`src/rtl/rv32_pkg.sv`:
```
// rv32_pkg: shared RV32I constants, fetch FSM encoding and fetch-buffer entry type
package rv32_pkg;
    localparam int XLEN = 32;
    localparam logic [XLEN-1:0] RV32_NOP = 32'h0000_0013;
    localparam logic [XLEN-1:0] RESET_PC_DEF = 32'h0000_0000;
    typedef enum logic [1:0] {S_BOOT, S_FETCH, S_HOLD} fetch_state_e;
    typedef struct packed {
        logic [XLEN-1:0] instr;
        logic [XLEN-1:0] pc;
    } fetch_entry_t;
endpackage

```
`src/rtl/fetch_buf_rv32.sv`:
```
// fetch_buf_rv32: synchronous FIFO of {instr, pc} with flush; empty head reads as a NOP at PC 0
module fetch_buf_rv32
    import rv32_pkg::*;
#(
    parameter int BUF_DEPTH = 2
) (
    input  logic                             iCLK,
    input  logic                             iRSTn,
    input  logic                             push_i,
    input  fetch_entry_t                     entry_i,
    input  logic                             pop_i,
    input  logic                             flush_i,
    output logic [$clog2(BUF_DEPTH):0]       count_o,
    output fetch_entry_t                     head_o
);
    localparam int AW = $clog2(BUF_DEPTH);
    localparam int CW = AW + 1;
    fetch_entry_t mem_q [BUF_DEPTH];
    logic [AW-1:0] wr_q, rd_q;
    logic [CW-1:0] cnt_q;
    logic do_pop;
    assign do_pop = pop_i && cnt_q != '0;
    assign count_o = cnt_q;
    assign head_o = cnt_q == '0 ? {RV32_NOP, {XLEN{1'b0}}} : mem_q[rd_q];
    always_ff @(posedge iCLK) begin
        if (!iRSTn || flush_i) begin
            wr_q <= '0;
            rd_q <= '0;
            cnt_q <= '0;
        end else begin
            if (push_i) begin
                mem_q[wr_q] <= entry_i;
                wr_q <= wr_q + 1'b1;
            end
            if (do_pop) rd_q <= rd_q + 1'b1;
            cnt_q <= cnt_q + CW'(push_i) - CW'(do_pop);
        end
    end
    always_ff @(posedge iCLK) begin
        if (iRSTn && !flush_i && push_i && !do_pop) assert (cnt_q != CW'(BUF_DEPTH));
    end
endmodule

```
`src/rtl/fetch_rv32.sv`:
```
// fetch_rv32: RV32I fetch unit driving the I-cache, replaying stalled words and flushing on redirect
module fetch_rv32
    import rv32_pkg::*;
#(
    parameter logic [XLEN-1:0] RESET_PC  = RESET_PC_DEF,
    parameter int              BUF_DEPTH = 2
) (
    input  logic            iCLK,
    input  logic            iRSTn,
    output logic [XLEN-1:0] oPCADDR,
    input  logic [XLEN-1:0] iPCDATA,
    input  logic            iStallI,
    input  logic            iREDIRECT,
    input  logic [XLEN-1:0] iREDIRECT_PC,
    output logic [XLEN-1:0] oINSTR,
    output logic [XLEN-1:0] oINSTR_PC,
    output logic            oVALID,
    input  logic            iREADY
);
    localparam int CW = $clog2(BUF_DEPTH) + 1;
    localparam logic [XLEN-1:0] BOOT_PC = RESET_PC & ~XLEN'(3);
    fetch_state_e state_q, state_d;
    logic [XLEN-1:0] pc_q, pc_d, inflight_pc_q, inflight_pc_d;
    logic inflight_q, inflight_d;
    logic [CW-1:0] count;
    fetch_entry_t head;
    logic pop, push, replay, room, issue;
    assign oVALID = count != '0;
    assign pop = oVALID & iREADY;
    assign push = inflight_q & ~iStallI & ~iREDIRECT;
    assign replay = inflight_q & iStallI;
    assign room = count + CW'(inflight_q) < CW'(BUF_DEPTH) + CW'(pop);
    assign issue = state_q == S_FETCH && room && !replay && !iREDIRECT;
    always_comb begin
        state_d = (iREDIRECT || state_q == S_BOOT || room) ? S_FETCH : S_HOLD;
        pc_d = iREDIRECT ? (iREDIRECT_PC & ~XLEN'(3)) : replay ? inflight_pc_q : issue ? pc_q + XLEN'(4) : pc_q;
        inflight_d = issue;
        inflight_pc_d = issue ? pc_q : inflight_pc_q;
    end
    always_ff @(posedge iCLK) begin
        if (!iRSTn) begin
            state_q <= S_BOOT;
            pc_q <= BOOT_PC;
            inflight_q <= 1'b0;
            inflight_pc_q <= '0;
        end else begin
            state_q <= state_d;
            pc_q <= pc_d;
            inflight_q <= inflight_d;
            inflight_pc_q <= inflight_pc_d;
        end
    end
    fetch_buf_rv32 #(.BUF_DEPTH(BUF_DEPTH)) u_buf (
        .iCLK    (iCLK),
        .iRSTn   (iRSTn),
        .push_i  (push),
        .entry_i ({iPCDATA, inflight_pc_q}),
        .pop_i   (pop),
        .flush_i (iREDIRECT),
        .count_o (count),
        .head_o  (head)
    );
    assign oPCADDR = pc_q;
    assign oINSTR = head.instr;
    assign oINSTR_PC = head.pc;
endmodule

```
`config.mk`:
```
export PLATFORM = sky130hd
export DESIGN_NAME = fetch_rv32
export DESIGN_NICKNAME = d
export VERILOG_FILES = /design/src/rtl/rv32_pkg.sv /design/src/rtl/fetch_buf_rv32.sv /design/src/rtl/fetch_rv32.sv
export SDC_FILE = /design/constraint.sdc
export NUM_CORES = 1
export LEC_CHECK = 0
export BUFFER_PORTS_ARGS = -buffer_cell sky130_fd_sc_hd__buf_2
export CORE_ASPECT_RATIO = 1.2
export CORE_MARGIN = 2
export CORE_UTILIZATION = 55
export CTS_CLUSTER_SIZE = 14
export DETAILED_ROUTE_END_ITERATION = 6
export PLACE_DENSITY = 0.79
export SYNTH_ARGS = -nofsm -noshare
export SYNTH_HDL_FRONTEND = slang
export SYNTH_HIERARCHICAL = 1
export SYNTH_SLANG_ARGS = --single-unit
```
`constraint.sdc`:
```
create_clock -name iCLK -period 9.5 [get_ports iCLK]
set_clock_uncertainty 0.1 [all_clocks]
set_input_delay 1.9 -clock iCLK [delete_from_list [all_inputs] [get_ports iCLK]]
set_output_delay 1.9 -clock iCLK [all_outputs]
set_load 0.005 [all_outputs]
```
==> results.toml <==
[status]
status = "completed"

[clocking]
clk_latency_ps = 430
postCtsHoldBufs = 0
cts_made_buffers = 17
clock-sinks = 200
cts_tree = "done"
clockBufferDepth = 2
cts_resized = 0
clk_pin_slew_ps = 70
root_buffer = "clkbuf_16"
post_cts_buffers = 0
htree_levels = 4

[floorplan]
initial_core_util = 0.5585
chipWidth_microns = 118.3
die_y_microns = 141.2
ios = 166
row_count = 50
die-area_sq_mm = 0.01671
core_sq_mm = 0.01545

[layout]
nets = 971
drive_above_1_share = 0.2426
fillers = 1198
area_growth_pct = 17.86
post-route-util = 0.6582
n_antenna_cell = 0

[critical_path]
path_class = "flip-flop to output pin"
crit_path_max_fanout = 54
critPathRequiredTime_ps = 7500
crit_path_start_kind = "flip-flop"
reg2reg_from = "u_buf/count_o[0]"
cp_data_arrival_time_ps = 2230
end_kind = "output pin"
rr_endpoint = "inflight_pc_q[29]"
reg2reg_depth = 7
r2r_slack_ps = 6560

[synth]
ys_top_cells_by_area = "edfxtp_1 45%, dfxtp_1 17%, mux2i_1 7.8%"
synth_top_area_cell = "edfxtp_1"
synth_edf_count = 128
synth_cell_type_count = 55
syn_nets = 822
avgSynthCellArea_sq_um = 11.52
post-synth-top-count-cell = "edfxtp_1"
syn_area_sq_mm = 0.008630
synthArstFlopShare = 0
yosysSeqAreaShare = 0.6124
synth-main-ff-cell = "edfxtp_1"
ys_ff_latch = 200
yosysWarnings = 6
synth_common_cells = "128 x edfxtp_1, 108 x nand2_1, 97 x nor2_1, 72 x dfxtp_1, 67 x mux2i_1"
syn_inst = 749
synth_top_cell_area_share = 0.4454

[timing]
slew_headroom = 0.3335
finalHoldViolCount = 0
drv_slew = 0
clock.fmax_mhz = 236.6
period_share = 0.4449
layout_min_cycle_time_ps = 4226
hold_slack_ps = 383.2
tns_ps = 0
grt_setup_unrepaired = "no"
worst_pin_slew_ps = 996.1
setup_viol = 0

[hold_path]
hp-class = "flip-flop to flip-flop"
min_path_cells = 2

[power]
power_density_mw_per_mm2 = 173.6
leakagePower_nw = 3.860
vdd_drop_max_mv = 0.1103

[grt]
gr-usage-all-layers = 0.2306
antenna_found_initial = 0
gr-total-overflow = 0
grt_max_degree = 73
grt_pass1_vias = 6031
grt_pass1_wl_mm = 30.37

[route]
drcViolationCount = 0
wl_mm = 18.93
vias = 6210
antenna_left = 0
first_pass_iters = 5
wl_per_cell_microns = 16.92
via_per_inst = 5.550
drtIter0Drc = 441

[job]
drv_cap = 0

[place]
place.port_buffers = 163
routabilityCongestion = 0.8498
dp_hpwl_mm = 12.56
[how the worst max path moves through the flow]
stage	from	end	slack, ps
CTS	flip-flop	oINSTR_PC[30]	5190
floorplan	iREDIRECT	u_buf/mem_q[0][0]	1220
global route	flip-flop	oINSTR_PC[30]	5140
global placement	iREDIRECT	u_buf/mem_q[1][4]	4930
finish	flip-flop	oINSTR_PC[30]	5270
detailed placement	iREDIRECT	u_buf/mem_q[1][6]	4930
[metal layers]
layer	global-route usage	vias up	wire length, microns
li1	-	2997	-
met3	0.05542	29	1351
met5	0	-	0
met4	0.08751	0	401
met2	0.3931	225	9463
met1	0.2851	2959	7716
[layout make-up]
| type | count | area [sq um] | area share |
|---|---|---|---|
| multi-input cells | 499 | 3100 | 0.3048 |
| well taps | 208 | 260.3 | 0.02559 |
| inverters | 5 | 18.77 | 0.001845 |
| repair buffers | 175 | 905.9 | 0.08906 |
| flip-flops and latches | 200 | 5289 | 0.5200 |
| clock inverters | 13 | 153.9 | 0.01513 |
| clock buffers | 19 | 442.9 | 0.04355 |
[per-stage QoR]
step	setup WS (ps)	cells	power (mW)	cell area (sq um)
5_1_grt	5137	1119	1.824	10170
6_report	5274	1119	1.766	10170
3_5_place_dp	4926	1087	1.062	9574
3_3_place_gp	4935	1087	1.059	9574
2_1_floorplan	1216	749	1.018	8630
4_1_cts	5192	1119	1.780	10170
[power by group]
group | total (mW) | internal [mW] | switching, mW
registers | 0.953 | 0.933 | 0.0201
clock network | 0.723 | 0.403 | 0.320
logic | 0.0904 | 0.0390 | 0.0514
[worst max-delay path, stage by stage, from the launching register on]
cell and delay, ps:
dfxtp_4 460, buf_4 730, mux2i_1 340, nor2_1 60
buf_2 150
[cells by family (layout without fill, tap and decap cells)]
kind of cell,after synthesis,after routing,share of synthesized area
AOI/OAI and AO/OA,128,128,0.1051
and+or+nand+nor,280,280,0.1472
buffers and inverters,50,212,0.02987
adders and majority gates,4,4,0.005800
muxes,67,67,0.07771
DFF,200,200,0.6124
xor gates and xnor gates,20,20,0.02189
[state kept, by name, summed over array words and instances, names as in the netlist, named ones only]
register,count
oPCADDR,30
state_q,2
inflight_pc_q,32
u_buf/wr_q,1
u_buf/count_o,2
u_buf/rd_q,1
inflight_q,1
u_buf/mem_q,128
[layout by cell type (no fill, tap or decap), types with 3 or more instances in the layout]
cell	netlist	routed
a211o_1	3	3
a211oi_1	6	6
a21boi_0	37	37
a21oi_1	20	20
a221o_1	3	3
a221oi_1	4	4
and2_1	6	6
and3_1	12	11
buf_2	11	163
buf_4	3	12
clkbuf_16	0	17
dfxtp_1	72	71
edfxtp_1	128	128
ha_1	4	4
inv_1	5	5
inv_6	0	7
mux2i_1	67	67
nand2_1	108	108
nand2b_1	5	5
nand3_1	16	16
nand4_1	13	13
nor2_1	97	96
nor3_1	4	4
nor3b_1	5	4
o2111ai_1	4	4
o21ai_0	24	24
o31a_1	3	3
o31ai_1	4	4
xnor2_1	8	8
xor2_1	11	11
(Power assumes the default switching activity.)
